<file path="config.mk">
export PLATFORM = sky130hd
export DESIGN_NAME = sevenseg_scan_decoder
export DESIGN_NICKNAME = d
export VERILOG_FILES = /design/src/rtl/sevenseg_scan_decoder.sv
export SDC_FILE = /design/constraint.sdc
export NUM_CORES = 1
export LEC_CHECK = 0
export ABC_AREA = 1
export CORE_UTILIZATION = 48
export CTS_BUF_LIST = sky130_fd_sc_hd__clkbuf_4 sky130_fd_sc_hd__clkbuf_8
export CTS_CLUSTER_DIAMETER = 50
export DETAILED_ROUTE_END_ITERATION = 16
export PLACE_DENSITY = 0.78
export SLEW_MARGIN = 10
export SYNTH_ARGS = -nofsm -noshare
export SYNTH_HDL_FRONTEND = slang
export SYNTH_SLANG_ARGS = --single-unit
</file>
<file path="constraint.sdc">
create_clock -name clk -period 2.3 [get_ports clk]
set_input_delay 0.46 -clock clk [delete_from_list [all_inputs] [get_ports clk]]
set_output_delay 0.46 -clock clk [all_outputs]
set_load 0.05 [all_outputs]
</file>
<file path="src/rtl/sevenseg_scan_decoder.sv">
// Recovers the hex nibble shown on each digit of a multiplexed, active-low seven-segment bus.
// Optional build macro SEVENSEG_ERR_COUNT_EN adds a saturating illegal-glyph counter (err_count).
module sevenseg_scan_decoder #(
    parameter int NUM_DIGITS    = 4,
    parameter int STABLE_CYCLES = 4
) (
    input  logic                    clk,
    input  logic                    reset_n,
    input  logic [6:0]              segments,
    input  logic [NUM_DIGITS-1:0]   digit_sel_n,
    output logic [4*NUM_DIGITS-1:0] hex_value,
    output logic [NUM_DIGITS-1:0]   digit_valid,
    output logic [NUM_DIGITS-1:0]   digit_err,
    output logic                    update,
    output logic [2:0]              update_idx
`ifdef SEVENSEG_ERR_COUNT_EN
    ,
    output logic [7:0]              err_count
`endif
);

    localparam int            CW      = $clog2(STABLE_CYCLES);
    localparam logic [CW-1:0] CNT_MAX = CW'(STABLE_CYCLES - 1);

    typedef enum logic [1:0] {
        GLYPH_HEX,
        GLYPH_BLANK,
        GLYPH_BAD
    } glyph_kind_e;

    typedef struct packed {
        glyph_kind_e kind;
        logic [3:0]  nibble;
    } glyph_t;

    function automatic glyph_t decode_glyph(input logic [6:0] seg);
        glyph_t g;
        g.kind   = GLYPH_HEX;
        g.nibble = 4'h0;
        case (seg)
            7'b1000000: g.nibble = 4'h0;
            7'b1111001: g.nibble = 4'h1;
            7'b0100100: g.nibble = 4'h2;
            7'b0110000: g.nibble = 4'h3;
            7'b0011001: g.nibble = 4'h4;
            7'b0010010: g.nibble = 4'h5;
            7'b0000010: g.nibble = 4'h6;
            7'b1111000: g.nibble = 4'h7;
            7'b0000000: g.nibble = 4'h8;
            7'b0011000: g.nibble = 4'h9;
            7'b0001000: g.nibble = 4'hA;
            7'b0000011: g.nibble = 4'hB;
            7'b0100111: g.nibble = 4'hC;
            7'b0100001: g.nibble = 4'hD;
            7'b0000110: g.nibble = 4'hE;
            7'b0001110: g.nibble = 4'hF;
            7'b1111111: g.kind   = GLYPH_BLANK;
            default:    g.kind   = GLYPH_BAD;
        endcase
        return g;
    endfunction

    // Lowest active (low) select bit; callers only use it when exactly one is low.
    function automatic logic [2:0] low_index(input logic [NUM_DIGITS-1:0] sel_n);
        logic [2:0] idx;
        idx = 3'd0;
        for (int i = NUM_DIGITS - 1; i >= 0; i--) begin
            if (!sel_n[i]) idx = 3'(i);
        end
        return idx;
    endfunction

    logic [6:0]              seg_q;
    logic [NUM_DIGITS-1:0]   sel_q;
    logic                    primed;
    logic [CW-1:0]           stab_cnt;
    logic [CW-1:0]           cnt_next;
    logic                    cap_done;
    logic                    cap_done_next;
    logic                    in_match;
    logic                    sel_legal;
    logic                    capture;
    glyph_t                  glyph;
    logic [4*NUM_DIGITS-1:0] hex_next;
    logic [NUM_DIGITS-1:0]   valid_next;
    logic [NUM_DIGITS-1:0]   err_next;
    logic [2:0]              idx_next;

    // The first sample after reset counts as a change, so a fresh window always starts from zero.
    always_comb begin
        in_match = primed && (segments == seg_q) && (digit_sel_n == sel_q);
        if (!in_match) begin
            cnt_next = '0;
        end else if (stab_cnt == CNT_MAX) begin
            cnt_next = CNT_MAX;
        end else begin
            cnt_next = stab_cnt + 1'b1;
        end
        sel_legal     = $onehot(~sel_q);
        capture       = in_match && (cnt_next == CNT_MAX) && sel_legal && !cap_done;
        cap_done_next = in_match && (cap_done || capture);
    end

    // NOTE: every output of this block gets a default first, so no path can infer a latch.
    always_comb begin
        glyph      = decode_glyph(seg_q);
        hex_next   = hex_value;
        valid_next = digit_valid;
        err_next   = digit_err;
        idx_next   = update_idx;
        if (capture) begin
            idx_next = low_index(sel_q);
            for (int i = 0; i < NUM_DIGITS; i++) begin
                if (!sel_q[i]) begin
                    case (glyph.kind)
                        GLYPH_HEX: begin
                            hex_next[4*i +: 4] = glyph.nibble;
                            valid_next[i]      = 1'b1;
                            err_next[i]        = 1'b0;
                        end
                        GLYPH_BLANK: begin
                            valid_next[i] = 1'b0;
                            err_next[i]   = 1'b0;
                        end
                        default: begin
                            valid_next[i] = 1'b0;
                            err_next[i]   = 1'b1;
                        end
                    endcase
                end
            end
        end
    end

    // NOTE: sequential state uses <= so every flop samples pre-edge values regardless of order.
    // NOTE: the per-digit result bank is a flop array, not RAM, so it is cleared by reset too.
    always_ff @(posedge clk or negedge reset_n) begin
        if (!reset_n) begin
            seg_q       <= '0;
            sel_q       <= '1;
            primed      <= 1'b0;
            stab_cnt    <= '0;
            cap_done    <= 1'b0;
            hex_value   <= '0;
            digit_valid <= '0;
            digit_err   <= '0;
            update      <= 1'b0;
            update_idx  <= 3'd0;
        end else begin
            seg_q       <= segments;
            sel_q       <= digit_sel_n;
            primed      <= 1'b1;
            stab_cnt    <= cnt_next;
            cap_done    <= cap_done_next;
            hex_value   <= hex_next;
            digit_valid <= valid_next;
            digit_err   <= err_next;
            update      <= capture;
            update_idx  <= idx_next;
        end
    end

`ifdef SEVENSEG_ERR_COUNT_EN
    always_ff @(posedge clk or negedge reset_n) begin
        if (!reset_n) begin
            err_count <= 8'd0;
        end else if (capture && (glyph.kind == GLYPH_BAD) && (err_count != 8'hFF)) begin
            err_count <= err_count + 8'd1;
        end
    end
`endif

endmodule

</file>
==> results.txt <==
- Area fraction of the dominant cell type after synthesis: 0.448
- Via count of the first global-routing pass: around 1700
* Mean instance size in the synthesized netlist: between 7 and 8 sq um
- The worst hold path begins at stab_cnt[0].
* First DRT Iteration DRCs: between 100 and 150
- The tightest min-delay check is of the reg2reg type.
- Leading cell type in the layout, fill and taps excluded: sky130_fd_sc_hd__nand2_1
* Cell count after placement: approximately 360
- Final #Nets: between 300 and 400
- Mapped cell area: roughly 2100 sq um
* Worst Max-Slew Pin Slew: roughly 0.5 ns
* Power density over the cells: ~540 nW/um^2
* Layout cells sized above 1: 0.188
* Initial antenna violation count: 0
- Synthesis produced 268 cells.
- Timing would allow up to 422 MHz.
- Worst-Skew Late Latency: 0.29 ns
- Leakage: approximately 1.5 nW
- Crit path launch type: flop
* Smallest hold slack: between 0.4 and 0.5 ns
- The final route contains 1879 vias.
- Accumulated negative setup slack: -0.636 ns
* Final standard cell utilization of the core: 0.687
* Final setup violation count: 17
- Net count of the mapped netlist: between 200 and 300
- The final reports fail on setup timing.
- For the worst setup path, the data required time is around 2.5 ns.
* Initial standard-cell utilization of the core: 0.516
- Area grow syn2layout: 33.0%
- The tree is rooted in a sky130_fd_sc_hd__clkbuf_8.
- In the post-synthesis netlist, the biggest area contributors are sky130_fd_sc_hd__dfrtp_1 45%, sky130_fd_sc_hd__nand2_1 15%, sky130_fd_sc_hd__nand3_1 7.3%.
- Biggest area consumer among synthesized cells: sky130_fd_sc_hd__dfrtp_1
* R2r endpoint: hex_value[6]
- Yosys warning count: 0
* Number of optimization iterations in the first detailed-route pass: 4
* Overflow left after global routing: 0
- Number of nets with antenna violations after detailed routing: 0
- The clock passes through at most 2 buffers.
* Post-route clock period utilization: 1.03
- Yosys reg bits: 42
- Commonest non-fill, non-tap cells in the layout: 83 x sky130_fd_sc_hd__nand2_1, 38 x sky130_fd_sc_hd__dfrtp_1, 38 x sky130_fd_sc_hd__clkdlybuf4s50_1
- Final Wtd Congestion: ~0.9
- N_diodes: 0
* Post-DR wirelength/cell: between 10 and 15 microns
* Status: complete, but fails checks
- Number of top-level pins: a little over 40
- Die Y: ~69 microns
- For the finished layout, the period the worst path requires is about 2.4 ns.
* Clock sink count: 42
* Std-Cell Rows: 23
* Reg2reg setup slack: -0.07 ns
* Hold depth: 1
- The clock tree synthesis step divided the H-tree into 2 levels.
* Inserted Clock Buffers: 5
- Maximum number of pins on one net before global-route repair: 20
- Summed over all nets, the half-perimeter wirelength after detailed placement is ~3700 microns.
* Number of port buffers: 39
* Count of pins over their slew limit: 0
* Number of distinct library cell variants in the gate-level netlist after synthesis: 27
- Element type at the critical path end: flop
- Slew headroom: 0.663
- Core Box Area: ~4100 sq um
* Post-DR vias/cell: between 5 and 6
* Setup repair after global routing missed its margin: yes
- Capture endpoint of the worst hold path: stab_cnt[0]
- In the routed design, unresolved DRC markers number 0.
- TritonCTS built the clock tree.
* WS Path Type: reg2reg
- Of the synthesized area, sequential elements account for 0.497.
* Chip Width: 68.5 microns
- Maximum fanout count along the critical path: 6
- Post-Layout Cell Count: 374
- Worst flop-to-flop path startpoint: sel_q[0]
- Hold violation count in the final report: 0
- Worst Setup Slack post-DPL: -0.160 ns
* Final WS setup: -0.0689 ns
- IR analysis of the VDD net gives a maximum drop of roughly 0.32 mV.
- Post-CTS clock slew at the launch and capture registers of the worst setup and hold paths: roughly 0.08 ns
- Depth of the most critical reg-to-reg path: 12
* Max-capacitance violation count: 0
- Across the routed clock network, the largest skew measured is roughly 0.005 ns.
- In the global route stage, overall resource usage came out at 0.220.
- The die covers ~4700 sq um.
- Summed over all layers, the routed wires come to 4750 microns.
- Wire length of the first global-routing pass: 7320 microns
- CP Data Arrival Time: about 2.6 ns
## layout make-up
| type | instances | area [sq um] |
|---|---|---|
| fill | 346 | 1290 |
| sequential | 42 | 1060 |
| multi-input combinational | 194 | 1010 |
| timing repair buffer | 51 | 478 |
| inverter | 29 | 109 |
| clock buffer | 7 | 83.8 |
| tap | 50 | 62.6 |
| clock inverter | 1 | 30.0 |
## sequential cells by signal, summed over array words and instances, names as in the netlist
register	cells
cap_done	1
digit_err	4
digit_valid	4
hex_value	16
primed	1
seg_q	7
sel_q	4
stab_cnt	2
update	1
update_idx	2
## worst max-delay path, stage by stage (launching register included)
cell and delay [ns]:
sky130_fd_sc_hd__dfstp_2 0.55, sky130_fd_sc_hd__fa_1 0.43, sky130_fd_sc_hd__inv_2 0.08, sky130_fd_sc_hd__ha_4 0.13
sky130_fd_sc_hd__ha_4 0.20, sky130_fd_sc_hd__nor2_4 0.07, sky130_fd_sc_hd__nand3_2 0.10, sky130_fd_sc_hd__nor2_4 0.13
sky130_fd_sc_hd__nand3_4 0.15, sky130_fd_sc_hd__nor2_4 0.19, sky130_fd_sc_hd__nand2_4 0.09, sky130_fd_sc_hd__nand2_1 0.07
sky130_fd_sc_hd__nand2_1 0.05
## worst max path at each step
stage | startpoint | slack (ns) | to | cells past startpoint
after CTS | sel_q[1] | -0.11 | hex_value[4] | 12
after floorplan | sel_q[1] | -0.08 | hex_value[0] | 12
after detailed placement | sel_q[0] | -0.16 | hex_value[4] | 12
after global routing | sel_q[0] | -0.14 | hex_value[13] | 12
final | sel_q[0] | -0.07 | hex_value[6] | 12
after global placement | sel_q[0] | -0.06 | hex_value[4] | 12
## cells in the mapped netlist
library cell	n
sky130_fd_sc_hd__o211ai_1	1
sky130_fd_sc_hd__nand2_1	87
sky130_fd_sc_hd__nor2_1	32
sky130_fd_sc_hd__buf_2	2
sky130_fd_sc_hd__nor2_2	7
sky130_fd_sc_hd__dfrtp_1	38
sky130_fd_sc_hd__nand2_2	4
sky130_fd_sc_hd__buf_4	1
sky130_fd_sc_hd__nand3_1	31
sky130_fd_sc_hd__inv_2	7
sky130_fd_sc_hd__nand3_2	1
sky130_fd_sc_hd__nand2_4	1
sky130_fd_sc_hd__dfstp_2	4
sky130_fd_sc_hd__o21ai_1	1
sky130_fd_sc_hd__inv_1	22
sky130_fd_sc_hd__conb_1	2
sky130_fd_sc_hd__ha_1	2
sky130_fd_sc_hd__nand3_4	1
sky130_fd_sc_hd__nand4_1	5
sky130_fd_sc_hd__xnor2_1	2
sky130_fd_sc_hd__fa_1	1
sky130_fd_sc_hd__or2_2	1
sky130_fd_sc_hd__o21ai_0	6
sky130_fd_sc_hd__and3b_1	1
sky130_fd_sc_hd__nand3b_1	1
sky130_fd_sc_hd__nor2_4	5
sky130_fd_sc_hd__a21oi_1	2
## where the power goes
part | internal [W] | total, W | leakage (nW) | switching [W]
clock network | 0.000348 | 0.000592 | 0.0593 | 0.000243
logic | 0.0000646 | 0.000166 | 0.839 | 0.000101
registers | 0.000752 | 0.000766 | 0.555 | 0.0000145
## logic make-up (layout without fill, tap and decap cells)
group | count (synthesis) | in the layout | synth area share
buffers and inverters | 32 | 88 | 0.0595
DFF | 42 | 42 | 0.497
xor gates and xnor gates | 2 | 2 | 0.00825
AOI/OAI and AO/OA | 10 | 10 | 0.0247
other | 2 | 2 | 0.00353
adders and majority gates | 3 | 3 | 0.0212
and+or+nand+nor | 177 | 177 | 0.386
## layer usage
layer | up-vias | GRT usage | part of all wire
met1 | 851 | 0.264 | 0.44
met5 | - | 0 | 0
met4 | 0 | 0.117 | 0.028
met2 | 66 | 0.371 | 0.48
li1 | 948 | - | -
met3 | 14 | 0.0395 | 0.057
## metrics by stage
stage | power [W] | cell area, sq um
after floorplan | 0.000858 | 2130
after global placement | 0.000920 | 2630
after detailed placement | 0.000925 | 2630
after CTS | 0.00153 | 2810
after global routing | 0.00159 | 2830
final | 0.00152 | 2830
## timing repair
item,4_1_cts,5_1_grt
gates cloned,0,0
hold buffers,1,0
gates resized for setup,9,6
endpoints found under the setup margin,26,26
pin swaps,15,6
setup buffers,2,0
hold endpoints to repair,5,0
Power figures use the tool's default switching activity.
